## config.mk

```make
export PLATFORM = sky130hd
export DESIGN_NAME = wb_arbiter
export DESIGN_NICKNAME = d
export VERILOG_FILES = /design/src/rtl/wb_arbiter.sv
export SDC_FILE = /design/constraint.sdc
export NUM_CORES = 1
export LEC_CHECK = 0
export BUFFER_PORTS_ARGS = -buffer_cell sky130_fd_sc_hd__buf_4
export CAP_MARGIN = 10
export CORE_UTILIZATION = 50
export DETAILED_ROUTE_END_ITERATION = 12
export PLACE_DENSITY = 0.71
export RECOVER_POWER = 25
export SYNTH_ARGS = -nofsm -noshare
export SYNTH_HDL_FRONTEND = slang
export SYNTH_SLANG_ARGS = --single-unit
export TNS_END_PERCENT = 1
```

## constraint.sdc

```tcl
create_clock -name clk -period 9.4 [get_ports clk]
set_clock_uncertainty 0.2 [all_clocks]
set_input_delay 0.94 -clock clk [delete_from_list [all_inputs] [get_ports clk]]
set_output_delay 0.94 -clock clk [all_outputs]
set_load 0.005 [all_outputs]
```

## src/rtl/wb_arbiter.sv

```systemverilog
// Writeback arbiter: ALU results own the register-file port, FPU results bypass or queue.
// Optional macro WB_ERR_EN builds the sticky overflow flag and a simulation overflow message.
module wb_arbiter #(
   parameter int DATA_W     = 32,
   parameter int ADDR_W     = 6,
   parameter int FIFO_DEPTH = 4
) (
   input  logic                          clk,
   input  logic                          rstn,
   input  logic [ADDR_W-1:0]             alu_addr,
   input  logic [DATA_W-1:0]             alu_dd_val,
   input  logic [ADDR_W-1:0]             fpu_addr,
   input  logic [DATA_W-1:0]             fpu_dd_val,
   output logic                          wb_en,
   output logic [ADDR_W-1:0]             wb_addr,
   output logic [DATA_W-1:0]             wb_val,
   output logic [$clog2(FIFO_DEPTH):0]   fq_count,
   output logic                          fpu_stall,
   output logic                          wb_err
);

   localparam int PTR_W = $clog2(FIFO_DEPTH);
   localparam int CNT_W = PTR_W + 1;

   logic [ADDR_W-1:0] r_mem_addr [FIFO_DEPTH];
   logic [DATA_W-1:0] r_mem_val  [FIFO_DEPTH];
   logic [PTR_W-1:0]  r_wr_ptr;
   logic [PTR_W-1:0]  r_rd_ptr;
   logic [CNT_W-1:0]  r_count;
   logic              r_wb_en;
   logic [ADDR_W-1:0] r_wb_addr;
   logic [DATA_W-1:0] r_wb_val;

   logic w_alu_v;
   logic w_fpu_v;
   logic w_empty;
   logic w_full;
   logic w_deq;
   logic w_enq_req;
   logic w_enq;

   assign w_alu_v   = (alu_addr != '0);
   assign w_fpu_v   = (fpu_addr != '0);
   assign w_empty   = (r_count == '0);
   assign w_full    = (r_count == CNT_W'(FIFO_DEPTH));
   assign w_deq     = !w_alu_v && !w_empty;
   // FPU result must queue whenever it cannot go straight to the port.
   assign w_enq_req = w_fpu_v && (w_alu_v || !w_empty);
   assign w_enq     = w_enq_req && (!w_full || w_deq);

   // Queue storage, deliberately not reset.
   always_ff @(posedge clk) begin
      if (w_enq) begin
         r_mem_addr[r_wr_ptr] <= fpu_addr;
         r_mem_val[r_wr_ptr]  <= fpu_dd_val;
      end
   end

   // Arbitration, registered write port, queue pointers and occupancy.
   always_ff @(posedge clk or negedge rstn) begin
      if (!rstn) begin
         r_wb_en   <= 1'b0;
         r_wb_addr <= '0;
         r_wb_val  <= '0;
         r_wr_ptr  <= '0;
         r_rd_ptr  <= '0;
         r_count   <= '0;
      end else begin
         if (w_alu_v) begin
            r_wb_en   <= 1'b1;
            r_wb_addr <= alu_addr;
            r_wb_val  <= alu_dd_val;
         end else if (!w_empty) begin
            r_wb_en   <= 1'b1;
            r_wb_addr <= r_mem_addr[r_rd_ptr];
            r_wb_val  <= r_mem_val[r_rd_ptr];
         end else if (w_fpu_v) begin
            r_wb_en   <= 1'b1;
            r_wb_addr <= fpu_addr;
            r_wb_val  <= fpu_dd_val;
         end else begin
            r_wb_en   <= 1'b0;
         end
         if (w_enq) begin
            r_wr_ptr <= r_wr_ptr + PTR_W'(1);
         end
         if (w_deq) begin
            r_rd_ptr <= r_rd_ptr + PTR_W'(1);
         end
         if (w_enq && !w_deq) begin
            r_count <= r_count + CNT_W'(1);
         end else if (w_deq && !w_enq) begin
            r_count <= r_count - CNT_W'(1);
         end
      end
   end

`ifdef WB_ERR_EN
   logic w_ovf;
   logic r_err;

   assign w_ovf = w_enq_req && w_full && !w_deq;

   // Sticky overflow flag, cleared only by reset.
   always_ff @(posedge clk or negedge rstn) begin
      if (!rstn) begin
         r_err <= 1'b0;
      end else if (w_ovf) begin
         r_err <= 1'b1;
      end
   end

   assign wb_err = r_err;

`ifndef SYNTHESIS
   always @(posedge clk) begin
      if (rstn && w_ovf) begin
         $error("wb_arbiter: FPU result dropped, queue overflow (addr %0d)", fpu_addr);
      end
   end
`endif
`else
   assign wb_err = 1'b0;
`endif

   assign wb_en     = r_wb_en;
   assign wb_addr   = r_wb_addr;
   assign wb_val    = r_wb_val;
   assign fq_count  = r_count;
   assign fpu_stall = (r_count >= CNT_W'(FIFO_DEPTH - 1));

endmodule

```

==> metrics.yaml, run 1 <==
cts:
  cts_resized: 0
  cts_setup_buffers: 0
  cts.path.max_buffers: 2
  cts_max_level: 4
  cts_hold_buf: 0
  clk_pin_slew_worst_paths_ns: 0.07
  numCtsBuffers: 17
  ctsRootBufferMaster: "clkbuf_16"
  cts_tree: "done"
  insertion_delay_ns: 0.43
  cts.sinks: 198
sta:
  hold_viol_final: 0
  finalCritPeriodShare_pct: 42.1
  setup_tns_ns: 0
  clock.fmax_ghz: 0.253
  rsz0062_at_grt: "false"
  max_slew_margin_pct: 28.9
  period_needed_ns: 3.96
  setup_viol: 0
  slew_violations: 0
  worst_slew_pin_slew_ns: 1.07
worst_setup_path:
  r2r-start: "fq_count[0]"
  rr_worst_depth: 8
  cp_top_family: "simple AND/OR/NAND/NOR gates"
  crit_required_ns: 9.51
  crit_chain: "clkbuf_1 > or4_4 > nor3_4 > buf_4 > nand3_2 > o221ai_1"
  worstPathArrival_ns: 4.06
  startpoint_type: "primary input"
  slowest_delay_ns: 0.81
  path_class: "primary input to register"
  r2r-end: "fq_count[2]"
  path_buf_inv: 2
  end_kind: "register"
  crit_slowest_cell: "nand3_2"
  crit_fanout: 39
  ff2ff_setup_slack_ns: 6.40
synthesis:
  ys_types: 34
  synth_area_leader_cell: "edfxtp_1"
  yosysSeqAreaShare_pct: 69.3
  ys.flop_type: "edfxtp_1"
  yosys_register_bits: 198
  async_flop_share_pct: 23.2
  synthCells: 504
  synthTopCellsByCount: "152 x edfxtp_1, 72 x nand2_1, 46 x dfrtp_1"
  synth-edff-count: 152
  synth_most_common_cell: "edfxtp_1"
  synth_area_leaders: "edfxtp_1 55%, dfrtp_1 14%, mux4_2 10%, a2bb2oi_1 3.4%, nand2_1 3.3%"
  syn_nets: 588
  avgSynthCellArea_um2: 16.4
  yosysTopAreaCellShare_pct: 55.4
  synth_warnings: 0
  synth_area_um2: 8240
floorplanning:
  die_w_um: 130
  rows: 46
  dieArea_um2: 17000
  initial_utilization_pct: 51.5
  io_pins: 122
  core_um2: 16000
  die-height_um: 130
route:
  routedWlPerCell_um: 20.1
  vias_per_cell: 5.66
  first_pass_iters: 5
  drtIter0Drc: 348
  remaining_drc_errors: 0
  drt-total-wl_um: 17100
  postRouteAntennaNets: 0
  vias: 4798
global_route:
  grt-ovfl-total: 0
  grt_max_degree: 71
  grt_pass1_vias: 5033
  grt_use_total_pct: 21.7
  antenna_found_initial: 0
  grt_pass1_wl_um: 27000
power_and_ir_drop:
  power_uw: 2910
  max-vdd-ir-drop_mv: 0.142
  cellPowerDensity_nw_per_um2: 295
  leakage_uw: 0.00375
status:
  status: "finished clean"
layout:
  fillers: 1225
  n_antenna_cell: 0
  utilization_pct: 61.6
  finalInstanceArea_um2: 9860
  final_cells: 848
  syn2layout_area_growth_pct: 19.6
  layout.nets: 703
  drive_gt1_share_pct: 31.5
worst_hold_path:
  whs_endpoint: "wb_addr[2]"
  hold_class: "register to register"
  min_from: "wb_addr[2]"
  min_path_cells: 1
run:
  maxCapViolCount: 0
placement:
  port_buffers: 120
  hpwl_um: 10500
  placed_area_um2: 9370
  routabilityCongestion: 0.729
  placedCellCount: 816
[how the worst max path moves through the flow]
stage,from,end,slack (ns),cells past startpoint
global route,fpu_addr[4],wb_val[12],5.17,6
floorplan,alu_addr[1],r_mem_addr[0][0],4.10,4
detailed placement,fpu_addr[4],wb_val[16],4.89,6
global placement,fpu_addr[4],wb_addr[1],5.04,6
finish,fpu_addr[4],wb_val[12],5.44,6
CTS,fpu_addr[4],wb_val[16],5.37,6
[registers in the layout, summed over array words and instances, names as in the netlist]
register / cells
wb_en: 1
r_wr_ptr: 2
r_rd_ptr: 2
wb_addr: 6
r_mem_addr: 24
r_mem_val: 128
fq_count: 3
wb_val: 32
[report_power, final]
group | leakage, uW | switching [uW] | total [uW] | internal [uW]
logic | 0.00151 | 440 | 801 | 361
registers | 0.00195 | 123 | 1370 | 1250
clock network | 0.000287 | 319 | 740 | 421
[metal layers]
metal	global-route usage (%)	part of all wire, %
met3	5.13	6.3
met1	29.0	43
met2	35.2	50
met5	0	0
met4	7.84	1.5
[metrics by stage]
stage,hold slack [ns],setup WS [ns]
after floorplan,0.305,4.10
after global placement,0.297,5.04
after global routing,0.356,5.17
after detailed placement,0.307,4.89
after CTS,0.326,5.37
final,0.325,5.44
[layout by cell type, fill, tap and decap left out, types with 2 or more instances in the layout]
cell	n
edfxtp_1	152
o22a_1	6
inv_6	4
clkinv_1	2
a211oi_2	6
bufinv_16	3
inv_1	36
clkbuf_16	17
dfrtp_1	44
mux4_2	38
o211ai_1	4
nand2_1	71
buf_4	102
clkbuf_1	29
ha_1	5
dfrtp_2	2
a2bb2oi_1	32
nor2_1	16
o221ai_1	22
o221ai_2	10
clkinv_2	2
xnor2_1	4
nor3b_2	4
clkinvlp_4	3
[layout make-up]
type	instances	area, um2	share of cell area (%)
multi-input cells	235	2260	22.9
clock buffers	17	425	4.32
inverters	36	135	1.37
repair buffers	131	875	8.87
clock inverters	15	176	1.79
well taps	216	270	2.74
flip-flops and latches	198	5720	58.0
[cell families after synthesis]
| group | after synthesis | share of synthesized area (%) |
|---|---|---|
| DFF | 198 | 69.3 |
| and+or+nand+nor | 102 | 5.27 |
| AOI/OAI and AO/OA | 82 | 9.62 |
| buffers and inverters | 71 | 3.69 |
| muxes | 39 | 10.5 |
| adders and majority gates | 6 | 1.00 |
| xor gates and xnor gates | 5 | 0.531 |
| other | 1 | 0.0455 |
[worst reg2reg max path, stage by stage, from the launching register on]
cell	delay, ns
dfrtp_1	0.50
or3_2	0.91
nand2_1	0.28
ha_1	0.21
inv_1	0.06
fa_1	0.37
xor2_1	0.15
nor2_1	0.11
xnor2_1	0.14
Power figures use the tool's default switching activity.
==> run 2, diff against run 1 <==
- ABC_AREA: default -> 1
- PLACE_DENSITY: 0.71 -> 0.74
- clock period: 9.4 -> 3.5 ns (I/O delays scaled with it)
==> metrics.yaml, run 2 <==
status:
  status: "finished clean"
placement:
  hpwl_um: 11000  # +4.9%
  routabilityCongestion: 0.776  # +6.5%
  port_buffers: 120  # unchanged
worst_setup_path:
  cp_top_family: "buffers and inverters"
  path_buf_inv: 6  # +4
  crit_slowest_cell: "dlygate4sd3_1"
  crit_chain: "dlygate4sd3_1 > buf_4 > nor2_1 > nand3_4 > inv_1 > nand2_1 > nand3_1 > buf_4 > inv_1 > ha_1 > inv_1 > fa_1 > mux2_2"
  end_kind: "register"
  rr_worst_depth: 11  # +3
  path_class: "primary input to register"
  slowest_delay_ns: 0.54  # -0.27 ns
  r2r-end: "fq_count[1]"
  startpoint_type: "primary input"
  crit_path_start: "alu_addr[5]"
  ff2ff_setup_slack_ns: 0.96  # -5.44 ns
  cpMostUsedCell: "inv_1"
  r2r-start: "fq_count[0]"
  crit_fanout: 23  # -41%
  crit_required_ns: 3.62  # -5.89 ns
  worstPathArrival_ns: 3.09  # -0.97 ns
global_route:
  met3_usage_pct: 4.11  # -1.0 points
  grt_pass1_vias: 6257  # +24%
  use_met2_pct: 39.3  # +4.0 points
  top_usage_layer: "met2"
  grt_use_total_pct: 23.3  # +1.5 points
  antenna_found_initial: 0  # unchanged
  grt_use_met1_pct: 30.9  # +1.9 points
  grt_max_degree: 79  # +11%
  grt_pass1_wl_um: 31700  # +17%
  grt-ovfl-total: 0  # unchanged
layout:
  multi_input_area_um2: 2650  # +17%
  largest_register_ffs: 128  # unchanged
  n_antenna_cell: 0  # unchanged
  utilization_pct: 65.0  # +3.4 points
  regArea_um2: 5720  # unchanged
  layout.nets: 1146  # +63%
  fillers: 1340  # +9.4%
  regMostFlops: "r_mem_val"
  final_common_cell: "nand2_1"
  layout_common_cells: "441 x nand2_1, 152 x edfxtp_1, 104 x buf_4, 81 x nand3_1, 79 x nor2_1"
  syn2layout_area_growth_pct: 25.6
  drive_gt1_share_pct: 13.8  # -18 points
cts:
  ctsRootBufferMaster: "clkbuf_16"
  numCtsBuffers: 17  # unchanged
  clk_pin_slew_worst_paths_ns: 0.07  # about the same
  cts_resized: 0  # unchanged
  cts_max_level: 4  # unchanged
  insertion_delay_ns: 0.43  # about the same
  cts_tree: "done"
  cts_hold_buf: 61  # +61
  cts_setup_buffers: 0  # unchanged
  cts.sinks: 198  # unchanged
  cts.path.max_buffers: 2  # unchanged
power_and_ir_drop:
  cellPowerDensity_nw_per_um2: 744  # +150%
  max-vdd-ir-drop_mv: 0.538  # +280%
  leakage_uw: 0.00480  # +28%
synthesis:
  synth_fa_ha_area_share_pct: 0.956  # -0.046 points
  ys_types: 24  # -29%
  synth_xor_area_share_pct: 0.406  # -0.13 points
  yosysSeqAreaShare_pct: 66.2  # -3.2 points
  synthTopCellsByCount: "441 x nand2_1, 152 x edfxtp_1, 83 x nor2_1"
  synth_most_common_cell: "nand2_1"
  synth.mux.area_fraction_pct: 0.130  # -10 points
  synthCells: 895  # +78%
  avgSynthCellArea_um2: 9.65  # -41%
  synth_compound_area_share_pct: 0.637  # -9.0 points
  ys.flop_type: "edfxtp_1"
  async_flop_share_pct: 23.2  # unchanged
  syn_nets: 979  # +66%
  synth_area_leaders: "edfxtp_1 53%, nand2_1 19%, dfrtp_1 13%, nand3_1 4.8%, nor2_1 3.6%"
  yosys_register_bits: 198  # unchanged
  synth_top_family_by_area: "simple AND/OR/NAND/NOR gates"
  synth_area_um2: 8640  # +4.8%
  synthSimpleGateAreaFrac_pct: 28.0  # +23 points
  synth_area_leader_cell: "edfxtp_1"
  synth-edff-count: 152  # unchanged
  synth_warnings: 0  # unchanged
  yosysTopAreaCellShare_pct: 52.8  # -2.5 points
floorplanning:
  io_pins: 122  # unchanged
  rows: 47  # +2.2%
  initial_utilization_pct: 51.7  # +0.20 points
  core_um2: 16700  # +4.4%
  die_w_um: 133  # +2.3%
  die-height_um: 133  # +2.3%
  dieArea_um2: 17800  # +4.7%
sta:
  hold_viol_final: 0  # unchanged
  max_slew_margin_pct: 35.7  # +6.8 points
  finalCritPeriodShare_pct: 84.8
  period_needed_ns: 2.97
  rsz0062_at_grt: "false"
  clock.fmax_ghz: 0.337
  setup_tns_ns: 0  # unchanged
  slew_violations: 0  # unchanged
  setup_viol: 0  # unchanged
  worst_slew_pin_slew_ns: 0.962  # -0.105 ns
worst_hold_path:
  min_from: "alu_dd_val[13]"
  whs_endpoint: "wb_val[13]"
  hold_class: "primary input to register"
  min_path_cells: 5  # +4
route:
  drtIter0Drc: 535  # +54%
  drt-total-wl_um: 19600  # +15%
  remaining_drc_errors: 0  # unchanged
  routedWlPerCell_um: 15.1  # -25%
  first_pass_iters: 5  # unchanged
  postRouteAntennaNets: 0  # unchanged
  vias: 6536  # +36%
  vias_per_cell: 5.05  # -11%
run:
  maxCapViolCount: 0  # unchanged
## run 2: changes by cell type in the layout (fill, tap and decap cells not counted), moves of 6 or more
cell | previous run | this run
a211oi_2 | 6 | 0
a21oi_1 | 1 | 9
nand3_1 | 1 | 81
o221ai_1 | 22 | 0
o221ai_2 | 10 | 0
a2bb2oi_1 | 32 | 0
o22a_1 | 6 | 0
dlygate4sd3_1 | 0 | 61
nand2_1 | 71 | 441
mux4_2 | 38 | 0
nor2_1 | 16 | 79
inv_1 | 36 | 13
## run 2: cells by family after synthesis
| family | Yosys count |
|---|---|
| AND/OR/NAND/NOR | 611 |
| adder cells (fa/ha/maj) | 6 |
| multiplexers | 1 |
| flip-flops | 198 |
| buffers and inverters | 63 |
| AO/OA/AOI/OAI | 11 |
| other | 1 |
| XOR/XNOR | 4 |
## run 2: area by class of cell
cell class              count  area share [%]
flip-flops and latches    198            52.7
inverters                  15           0.519
multi-input cells         634            24.4
repair buffers            196            14.3
clock inverters            11            1.37
well taps                 220            2.54
clock buffers              21            4.15
## run 2: through the flow
stage | cells | cell area (um2) | setup WS, ns | hold slack [ns] | total power [uW]
CTS | 1295 | 11000 | 0.557 | 0.00159 | 8140
detailed placement | 1202 | 9750 | 0.656 | 0.229 | 6100
global route | 1295 | 10900 | 0.337 | 0.0212 | 8610
floorplan | 895 | 8640 | 0.0693 | -0.146 | 5250
finish | 1295 | 10900 | 0.532 | 0.00655 | 8080
global placement | 1202 | 9750 | 0.702 | 0.219 | 6040
## run 2: metal layers
layer,up-vias,part of all wire [%]
li1,3229,-
met1,3095,43
met2,197,51
met3,15,5.3
met4,0,0.88
met5,-,0
## run 2: worst min-delay path, delay by kind of cell
family                 cells  cell delay (ns)
buffers and inverters      1             0.08
and+or+nand+nor            4             0.18
## run 2: worst max-delay path by stage
stage / endpoint / slack [ns] / cells after the start
2_1_floorplan: r_mem_addr[0][0] / 0.07 / 7
3_3_place_gp: fq_count[1] / 0.70 / 12
3_5_place_dp: fq_count[1] / 0.66 / 12
4_1_cts: fq_count[1] / 0.56 / 13
5_1_grt: fq_count[1] / 0.34 / 13
6_report: fq_count[1] / 0.53 / 13
## run 2: power breakdown
part	internal (uW)	switching [uW]
registers	3360	189
logic	818	1720
clock network	1150	842
total	5320	2750
